### src/rtl/game_pkg.sv
// Shared definitions for the whack-a-mole game controller: FSM encodings,
// level table constants and the per-level configuration record.
// Latency: n/a (constants only). Backpressure: n/a.
package game_pkg;

    localparam int NUM_LEVELS_DEF   = 4;
    localparam int CFG_W            = 27;   // interval / duration width
    localparam int MOLE_W           = 3;    // molenum width
    localparam int HITS_W           = 3;    // round_hits / pass_hits width
    localparam int LEVEL_W          = 2;    // level index width
    localparam int ACK_RETRY_CYCLES = 4;    // WAIT_ACK cycles before re-launch

    // Controller states
    localparam logic [2:0] ST_IDLE     = 3'd0;
    localparam logic [2:0] ST_LOAD     = 3'd1;
    localparam logic [2:0] ST_LAUNCH   = 3'd2;
    localparam logic [2:0] ST_WAIT_ACK = 3'd3;
    localparam logic [2:0] ST_PLAY     = 3'd4;
    localparam logic [2:0] ST_JUDGE    = 3'd5;
    localparam logic [2:0] ST_OVER     = 3'd6;

    typedef struct packed {
        logic [CFG_W-1:0]  interval;
        logic [CFG_W-1:0]  duration;
        logic [MOLE_W-1:0] molenum;
        logic [HITS_W-1:0] pass_hits;
    } level_cfg_t;

    // Level table: each level is faster, shows moles for less time and
    // demands more hits to advance.
    localparam level_cfg_t LVL0_CFG = '{interval: 27'd50_000_000, duration: 27'd75_000_000,
                                        molenum: 3'd5, pass_hits: 3'd3};
    localparam level_cfg_t LVL1_CFG = '{interval: 27'd40_000_000, duration: 27'd50_000_000,
                                        molenum: 3'd6, pass_hits: 3'd4};
    localparam level_cfg_t LVL2_CFG = '{interval: 27'd30_000_000, duration: 27'd35_000_000,
                                        molenum: 3'd7, pass_hits: 3'd5};
    localparam level_cfg_t LVL3_CFG = '{interval: 27'd20_000_000, duration: 27'd25_000_000,
                                        molenum: 3'd7, pass_hits: 3'd6};

endpackage

### src/rtl/level_rom.sv
// Level table lookup: maps a level index to its round configuration.
// Latency: combinational, zero cycles.
// Backpressure: none; output follows level directly.
module level_rom
    import game_pkg::*;
(
    input  logic [LEVEL_W-1:0] level,
    output logic [CFG_W-1:0]   interval,
    output logic [CFG_W-1:0]   duration,
    output logic [MOLE_W-1:0]  molenum,
    output logic [HITS_W-1:0]  pass_hits
);

    level_cfg_t cfg;

    // Select the table entry for the requested level
    always_comb begin
        cfg = LVL0_CFG;
        case (level)
            2'd0:    cfg = LVL0_CFG;
            2'd1:    cfg = LVL1_CFG;
            2'd2:    cfg = LVL2_CFG;
            default: cfg = LVL3_CFG;
        endcase
    end

    assign interval  = cfg.interval;
    assign duration  = cfg.duration;
    assign molenum   = cfg.molenum;
    assign pass_hits = cfg.pass_hits;

endmodule

### src/rtl/game_ctrl.sv
// Game controller: sequences levels, launches rounds, counts hits and judges pass/fail.
// Latency: round_start 2 cycles after start; outputs are registers or state decodes.
// Backpressure: re-pulses round_start every 5 cycles until the sequencer drops round_over.
module game_ctrl
    import game_pkg::*;
#(
    parameter int NUM_LEVELS = NUM_LEVELS_DEF,
    parameter int SCORE_W    = 8
)(
    input  logic               clk,
    input  logic               rst,
    input  logic               start,
    input  logic               round_over,
    input  logic               hit_success,
    output logic               round_start,
    output logic [CFG_W-1:0]   interval,
    output logic [CFG_W-1:0]   duration,
    output logic [MOLE_W-1:0]  molenum,
    output logic [LEVEL_W-1:0] level,
    output logic [HITS_W-1:0]  round_hits,
    output logic [SCORE_W-1:0] score,
    output logic               game_over,
    output logic               game_win
);

    localparam logic [LEVEL_W-1:0] LAST_LVL   = LEVEL_W'(NUM_LEVELS - 1);
    localparam logic [1:0]         RETRY_LAST = 2'(ACK_RETRY_CYCLES - 1);
    localparam logic [HITS_W-1:0]  HITS_MAX   = '1;
    localparam logic [SCORE_W-1:0] SCORE_MAX  = '1;

    logic [2:0]         state;
    logic [2:0]         state_nxt;
    logic [1:0]         retry_cnt;

    logic [CFG_W-1:0]   rom_interval;
    logic [CFG_W-1:0]   rom_duration;
    logic [MOLE_W-1:0]  rom_molenum;
    logic [HITS_W-1:0]  rom_pass_hits;

    logic               new_game;
    logic               round_pass;
    logic               last_level;

    level_rom u_level_rom (
        .level     (level),
        .interval  (rom_interval),
        .duration  (rom_duration),
        .molenum   (rom_molenum),
        .pass_hits (rom_pass_hits)
    );

    // start is only honoured while no game is running
    assign new_game   = start && ((state == ST_IDLE) || (state == ST_OVER));
    assign round_pass = (round_hits >= rom_pass_hits);
    assign last_level = (level == LAST_LVL);

    assign round_start = (state == ST_LAUNCH);
    assign game_over   = (state == ST_OVER);

    // Next-state selection
    always_comb begin
        state_nxt = state;
        case (state)
            ST_IDLE, ST_OVER: begin
                if (start) state_nxt = ST_LOAD;
            end
            ST_LOAD:   state_nxt = ST_LAUNCH;
            ST_LAUNCH: state_nxt = ST_WAIT_ACK;
            ST_WAIT_ACK: begin
                if (!round_over)                   state_nxt = ST_PLAY;
                else if (retry_cnt == RETRY_LAST)  state_nxt = ST_LAUNCH;
            end
            ST_PLAY: begin
                if (round_over) state_nxt = ST_JUDGE;
            end
            ST_JUDGE: begin
                if (!round_pass || last_level) state_nxt = ST_OVER;
                else                           state_nxt = ST_LOAD;
            end
            default:   state_nxt = ST_IDLE;
        endcase
    end

    // State register
    always_ff @(posedge clk) begin
        if (rst) state <= ST_IDLE;
        else     state <= state_nxt;
    end

    // Count consecutive WAIT_ACK cycles with the sequencer still idle
    always_ff @(posedge clk) begin
        if (rst) begin
            retry_cnt <= 2'd0;
        end else if ((state == ST_WAIT_ACK) && round_over) begin
            retry_cnt <= (retry_cnt == RETRY_LAST) ? 2'd0 : retry_cnt + 2'd1;
        end else begin
            retry_cnt <= 2'd0;
        end
    end

    // Round configuration is captured once per round, on the LOAD edge
    always_ff @(posedge clk) begin
        if (rst) begin
            interval <= LVL0_CFG.interval;
            duration <= LVL0_CFG.duration;
            molenum  <= LVL0_CFG.molenum;
        end else if (state == ST_LOAD) begin
            interval <= rom_interval;
            duration <= rom_duration;
            molenum  <= rom_molenum;
        end
    end

    // Game statistics: level progression, hit counting and the win flag
    always_ff @(posedge clk) begin
        if (rst) begin
            level      <= '0;
            round_hits <= '0;
            score      <= '0;
            game_win   <= 1'b0;
        end else if (new_game) begin
            level      <= '0;
            round_hits <= '0;
            score      <= '0;
            game_win   <= 1'b0;
        end else begin
            case (state)
                ST_LOAD: begin
                    round_hits <= '0;
                end
                ST_PLAY: begin
                    if (hit_success) begin
                        if (round_hits != HITS_MAX) round_hits <= round_hits + 1'b1;
                        if (score != SCORE_MAX)     score      <= score + 1'b1;
                    end
                end
                ST_JUDGE: begin
                    if (round_pass) begin
                        if (last_level) game_win <= 1'b1;
                        else            level    <= level + 1'b1;
                    end
                end
                default: ;
            endcase
        end
    end

endmodule

### config.mk
export PLATFORM = sky130hd
export DESIGN_NAME = game_ctrl
export DESIGN_NICKNAME = d
export VERILOG_FILES = /design/src/rtl/game_pkg.sv /design/src/rtl/level_rom.sv /design/src/rtl/game_ctrl.sv
export SDC_FILE = /design/constraint.sdc
export NUM_CORES = 1
export LEC_CHECK = 0
export BUFFER_PORTS_ARGS = -buffer_cell sky130_fd_sc_hd__buf_4
export CAP_MARGIN = 20
export CORE_MARGIN = 2
export CORE_UTILIZATION = 44
export DETAILED_ROUTE_END_ITERATION = 16
export MAX_ROUTING_LAYER = met4
export PLACE_DENSITY = 0.75
export SLEW_MARGIN = 15
export SYNTH_ARGS = -nofsm -noshare
export SYNTH_HDL_FRONTEND = slang
export SYNTH_SLANG_ARGS = --single-unit
### constraint.sdc
create_clock -name clk -period 2 [get_ports clk]
set_input_delay 0.2 -clock clk [delete_from_list [all_inputs] [get_ports clk]]
set_output_delay 0.2 -clock clk [all_outputs]
set_load 0.01 [all_outputs]
==> results of run 1 <==
==> worst reg2reg max path: cells and delay by family, from the launching register on <==
family	cells	cell delay [ns]
AO/OA/AOI/OAI	1	0.07
flip-flops	1	0.37
AND/OR/NAND/NOR	4	0.61
multiplexers	1	0.30
adder cells (fa/ha/maj)	2	0.44
buffers and inverters	1	0.06
==> registers in the layout (all words and copies together) (netlist names) <==
register and count:
state 3, score 8, retry_cnt 2, interval 3, round_hits 3, game_win 1
molenum 1, duration 10, level 2
==> where the power goes <==
| group | internal, mW | switching [mW] |
|---|---|---|
| Sequential | 0.702 | 0.0566 |
| Clock | 0.311 | 0.233 |
| Combinational | 0.249 | 0.258 |
==> kinds of logic after synthesis <==
logic type               after synthesis  synth area share, %
AND/OR/NAND/NOR                       76                 20.3
buffers and inverters                 59                 19.7
AO/OA/AOI/OAI                         42                 14.5
flip-flops                            33                 32.3
adder cells (fa/ha/maj)               14                 8.55
XOR/XNOR                               5                 2.14
multiplexers                           4                 2.20
other                                  2                0.367
==> worst paths after layout <==
path                                   start      endpoint  slack, ns  depth (start not counted)
worst max register to register      level[1]      level[0]       0.03                          9
worst min register to register  retry_cnt[0]  retry_cnt[0]       0.43                          1
worst max-delay path                level[1]      level[0]       0.03                          9
worst min-delay path              round_over  retry_cnt[1]       0.23                          3
==> per-layer routing <==
metal / global-route usage, % / vias up / part of all wire (%)
met2: 25.3 / 51 / 47
met1: 22.1 / 778 / 46
met3: 3.47 / 4 / 5.3
li1: - / 841 / -
met4: 6.29 / 0 / 1.4
met5: - / - / 0
==> per-stage QoR <==
step	instance area, um^2	instances	total power, mW	utilization (%)	hold slack, ns
after detailed placement	2400	324	1.28	54.4	0.421
final	2540	334	1.81	57.6	0.232
after floorplan	2160	251	1.16	-	0.365
after global placement	2400	324	1.27	54.4	0.419
after global routing	2540	334	1.91	57.6	0.231
after CTS	2510	333	1.83	57.0	0.219
==> what timing repair did <==
| item | in CTS | in global routing |
|---|---|---|
| buffers inserted | 1 | 1 |
| endpoints found under the setup margin | 1 | 2 |
| pin swaps | 1 | 0 |
| resized for setup | 1 | 4 |
==> placed cells by master (no fill, tap or decap), types with 2 or more instances in the layout <==
cell and instances:
ha_4 2, a21oi_1 11, nand3b_1 2, nand4_1 2, nor2b_1 3, inv_1 5, clkbuf_8 7, nor3_1 7
nor3b_1 2, conb_1 18, nand2b_1 5, nor4_1 3, dfxtp_4 2, xor2_1 2, a22oi_1 2, xnor2_1 3
a21o_1 2, o31ai_1 2, a211oi_1 2, o21ai_0 5, nor2_1 21, a211o_1 6, ha_1 12, nand2_1 18
mux2i_1 3, buf_4 74, dfxtp_1 31, o21bai_1 2
==> area by class of cell <==
type / instances / area [um^2] / share of cell area (%)
clock inverter: 1 / 5.00 / 0.197
timing repair buffer: 75 / 576 / 22.6
clock buffer: 7 / 96.3 / 3.79
inverter: 7 / 31.3 / 1.23
tap: 52 / 65.1 / 2.56
multi-input combinational: 159 / 1100 / 43.3
sequential: 33 / 668 / 26.3
==> flow_summary.yaml, run 1 <==
logic_synthesis:
  async_flop_share_pct: 0
  synth_top_flop_cell: "dfxtp_1"
  synth_cells: 235
  synth_area_mm2: 0.00205
  yosys_warnings: 0
  yosysTopAreaCell: "dfxtp_1"
  synth_top_area_share_pct: 32.3
  ys_top_cells_by_count: "buf_4, dfxtp_1, nor2_1, nand2_1, ha_1"
  yosys.cell_count.top_type: "buf_4"
  ys_ff_latch: 33
  ys_types: 49
  synth_edf_count: 0
  yosys-top-cells-area: "dfxtp_1, buf_4, ha_1, nor2_1, nand2_1"
  syn_area_per_cell_um2: 8.72
  ys_seq_area_share_pct: 32.3
timing:
  layout_min_cycle_time_ns: 1.97
  setup_ws_ns: 0.0305
  rsz0062_at_grt: "yes"
  period_share_pct: 98.5
  setup_violations: 0
  worst_pin_slew_ns: 0.549
  max_slew_margin_pct: 63.2
  clock_skew_ns: 0.00260
  max_freq_mhz: 508
  hold_violations: 0
  setup_tns_ns: 0
  slew_violations: 0
layout:
  syn_to_final_growth_pct: 24.2
  finalNetCount: 300
  fillers: 400
  drive_gt1_share_pct: 35.8
  diodes: 0
place:
  gp_congestion: 0.818
  dp_hpwl_um: 3080
  pre_cts_ws_ns: -0.0376
  portBuffers: 59
power:
  p_leak_nw: 1.14
  ir_drop_uv: 374
  powerDensity_mw_per_mm2: 711
cts:
  clock-sinks: 33
  cts_hold_buf: 0
  cts_tree: "yes"
  clk_latency_ns: 0.28
  htree_levels: 2
  clk_pin_slew_ns: 0.07
  cts_buffer_depth: 2
  root_buffer: "clkbuf_8"
  cts_made_buffers: 5
run_status:
  outcome: "completed"
floorplanning:
  rows: 24
  die_h_um: 72.2
  dieArea_mm2: 0.00522
  die_x_um: 72.2
  num_io_pins: 78
  coreArea_mm2: 0.00441
  floorplan.initialDensity_pct: 46.4
routing:
  firstDrtPassIters: 4
  vias_per_cell: 5.01
  avgRoutedWirePerCell_um: 12.4
  drt-initial-drc-count: 91
  route.detailed.drc: 0
  wirelength_um: 4150
  ant_nets: 0
  vias: 1674
setup_path:
  cp_slowest_cell: "dfxtp_4"
  cp_max_fo: 4
  cp.required_ns: 2.17
  critical_path_arrival_ns: 2.14
  path_cells: "inv_2 > ha_4 > nor2_4 > nor2_2 > ha_1 > nand2b_4 > a31oi_4 > or3_4 > mux2_4"
  critPathLaunchType: "flip-flop"
  crit_type: "reg2reg"
  path_buf_inv: 1
  critPathMaxStageDelay_ns: 0.37
  end_kind: "flip-flop"
  crit_family: "simple AND/OR/NAND/NOR gates"
min_path:
  hold_path_class: "in2reg"
global_route:
  grtUsageTotal_pct: 16.8
  grt-ovfl-total: 0
  grt_pass1_vias: 1451
  grt_max_degree: 22
  grt_pass1_wl_um: 6710
  antenna_found_initial: 0
run:
  drv_cap: 0
Note: power is estimated with default switching activity, not from simulation.
==> run 2: changes to the inputs <==
--- a/config.mk
+++ b/config.mk
@@ -7,2 +7,3 @@
 export LEC_CHECK = 0
+export ABC_AREA = 1
 export BUFFER_PORTS_ARGS = -buffer_cell sky130_fd_sc_hd__buf_4
--- a/constraint.sdc
+++ b/constraint.sdc
@@ -3,2 +3,2 @@
 set_output_delay 0.2 -clock clk [all_outputs]
-set_load 0.01 [all_outputs]
+set_load 0.1 [all_outputs]
==> flow_summary.yaml, run 2 <==
logic_synthesis:
  ys_ff_latch: 33
  synth_top_flop_cell: "dfxtp_1"
  synth_top_area_share_pct: 33.0
  synth_cells: 268
  yosysTopAreaCell: "dfxtp_1"
  synth_fa_ha_area_share_pct: 8.74
  synth_area_mm2: 0.00200
  synth_compound_area_share_pct: 13.4
  ys_types: 26
  yosys-top-cells-area: "dfxtp_1, buf_4, nand2_1, ha_1, a21oi_1"
  syn_area_per_cell_um2: 7.48
  yosys.area_share.simple_pct: 20.0
  synth_edf_count: 0
  yosys_warnings: 0
  synth_top_family_by_area: "buffers and inverters"
  synth_xor_xnor_area_share_pct: 2.18
  yosys.cell_count.top_type: "nand2_1"
  async_flop_share_pct: 0
  ys_top_cells_by_count: "nand2_1, buf_4, dfxtp_1, inv_1, a21oi_1"
  ys_seq_area_share_pct: 33.0
  synth_mux_area_share_pct: 0
global_route:
  grt-ovfl-total: 0
  grt_pass1_wl_um: 6060
  grt_pass1_vias: 1381
  grtUsageTotal_pct: 15.5
  grt_max_degree: 18
  antenna_found_initial: 0
floorplanning:
  rows: 24
  dieArea_mm2: 0.00511
  floorplan.initialDensity_pct: 45.7
  die_x_um: 71.5
  die_h_um: 71.5
  num_io_pins: 78
  coreArea_mm2: 0.00438
layout:
  top_regs: "duration (10), score (8)"
  layout_commonest_cell: "buf_4"
  diodes: 0
  multi_input_area_mm2: 0.00101
  syn_to_final_growth_pct: 23.5
  largest_register_ff_count: 10
  ff_latch_area_um2: 672
  fillers: 417
  finalNetCount: 331
  design_area_mm2: 0.00247
  layout_common_cells: "buf_4, nand2_1, dfxtp_1"
  drive_gt1_share_pct: 35.5
  layout.cells.non_filler: 365
  largest_register: "duration"
run_status:
  outcome: "completed"
cts:
  cts_hold_buf: 0
  clk_pin_slew_ns: 0.07
  clock-sinks: 33
  cts_buffer_depth: 2
  htree_levels: 2
  clk_latency_ns: 0.29
  cts_tree: "yes"
  root_buffer: "clkbuf_8"
  cts_made_buffers: 5
setup_path:
  cp_max_fo: 5
  cp_slowest_cell: "dfxtp_4"
  path_cells: "clkinvlp_4 > buf_4 > ha_4 > ha_1 > a21oi_1 > nand2_2 > nand2_2 > nand2_2 > nand2_2 > nand2_1 > a21oi_1"
  crit_type: "reg2reg"
  critPathMaxStageDelay_ns: 0.37
  critPathLaunchType: "flip-flop"
  end_kind: "flip-flop"
  critPathMostFrequentCell: "nand2_2"
  cp.required_ns: 2.22
  critical_path_arrival_ns: 2.13
place:
  dp_cells: 348
  dpl_cell_area_mm2: 0.00223
  portBuffers: 59
  dp_hpwl_um: 2870
  gp_congestion: 0.856
power:
  ir_drop_uv: 392
  p_leak_nw: 1.20
  powerDensity_mw_per_mm2: 896
run:
  drv_cap: 0
timing:
  timing.hold.ws_ns: 0.206
  period_share_pct: 95.8
  slew_violations: 0
  layout_min_cycle_time_ns: 1.92
  clock_skew_ns: 0.00621
  max_freq_mhz: 522
  hold_violations: 0
  setup_violations: 0
routing:
  vias_per_cell: 4.64
  drt-initial-drc-count: 44
  wirelength_um: 4040
  vias: 1693
  firstDrtPassIters: 5
  ant_nets: 0
  route.detailed.drc: 0
  avgRoutedWirePerCell_um: 11.1
min_path:
  hold_path_class: "in2reg"
-- run 2: cells by family after synthesis --
family	count (synthesis)
xor gates and xnor gates	5
and+or+nand+nor	96
DFF	33
other	2
AOI/OAI and AO/OA	45
buffers and inverters	73
adders and majority gates	14
-- run 2: stage by stage --
stage | power [mW] | setup TNS, ns | util (%) | setup WS [ns]
after global routing | 2.30 | -0.0895 | 56.4 | -0.0278
after CTS | 2.23 | 0 | 53.6 | 0.124
after floorplan | 1.54 | 0 | - | 0.0169
after global placement | 1.58 | 0 | 50.9 | 0.245
after detailed placement | 1.58 | 0 | 50.9 | 0.172
final | 2.22 | 0 | 56.4 | 0.0834
-- run 2: path summary, 6_finish.rpt --
check / start / to / slack (ns) / depth (start not counted)
hold / removal: rst / state[0] / 0.21 / 2
setup reg to reg: level[0] / state[2] / 0.08 / 11
hold reg to reg: retry_cnt[0] / retry_cnt[0] / 0.42 / 1
setup / recovery: level[0] / state[2] / 0.08 / 11
-- run 2: what timing repair did --
| item | 4_1_cts | 5_1_grt |
|---|---|---|
| buffers inserted | 0 | 9 |
| setup endpoints to repair | 0 | 5 |
| resized for setup | 0 | 13 |
| endpoints found under the hold margin | 0 | 0 |
-- run 2: layout make-up --
| cell class | count | share of cell area [%] |
|---|---|---|
| clock buffers | 7 | 3.49 |
| repair buffers | 68 | 20.6 |
| well taps | 52 | 2.63 |
| flip-flops and latches | 33 | 27.1 |
| inverters | 26 | 4.25 |
| clock inverters | 1 | 1.21 |
| multi-input cells | 178 | 40.6 |
-- run 2: per-layer routing --
metal / global-route usage [%] / routed length, um / share of wire (%)
met2: 24.6 / 1970 / 49
met1: 18.2 / 1760 / 44
met5: - / 0 / 0
met4: 8.18 / 61 / 1.5
met3: 3.52 / 247 / 6.1
-- run 2: power by group --
group          total [mW]  internal (mW)  switching, mW
registers           0.713          0.682         0.0314
logic               0.850          0.124          0.726
clock network       0.654          0.406          0.248
total                2.22           1.21           1.01
-- run 2: worst max-delay path, delay by kind of cell (launching register included) --
family                   cells  cell delay (ns)
flip-flops                   1             0.37
adder cells (fa/ha/maj)      2             0.45
buffers and inverters        2             0.35
AO/OA/AOI/OAI                2             0.34
AND/OR/NAND/NOR              5             0.33
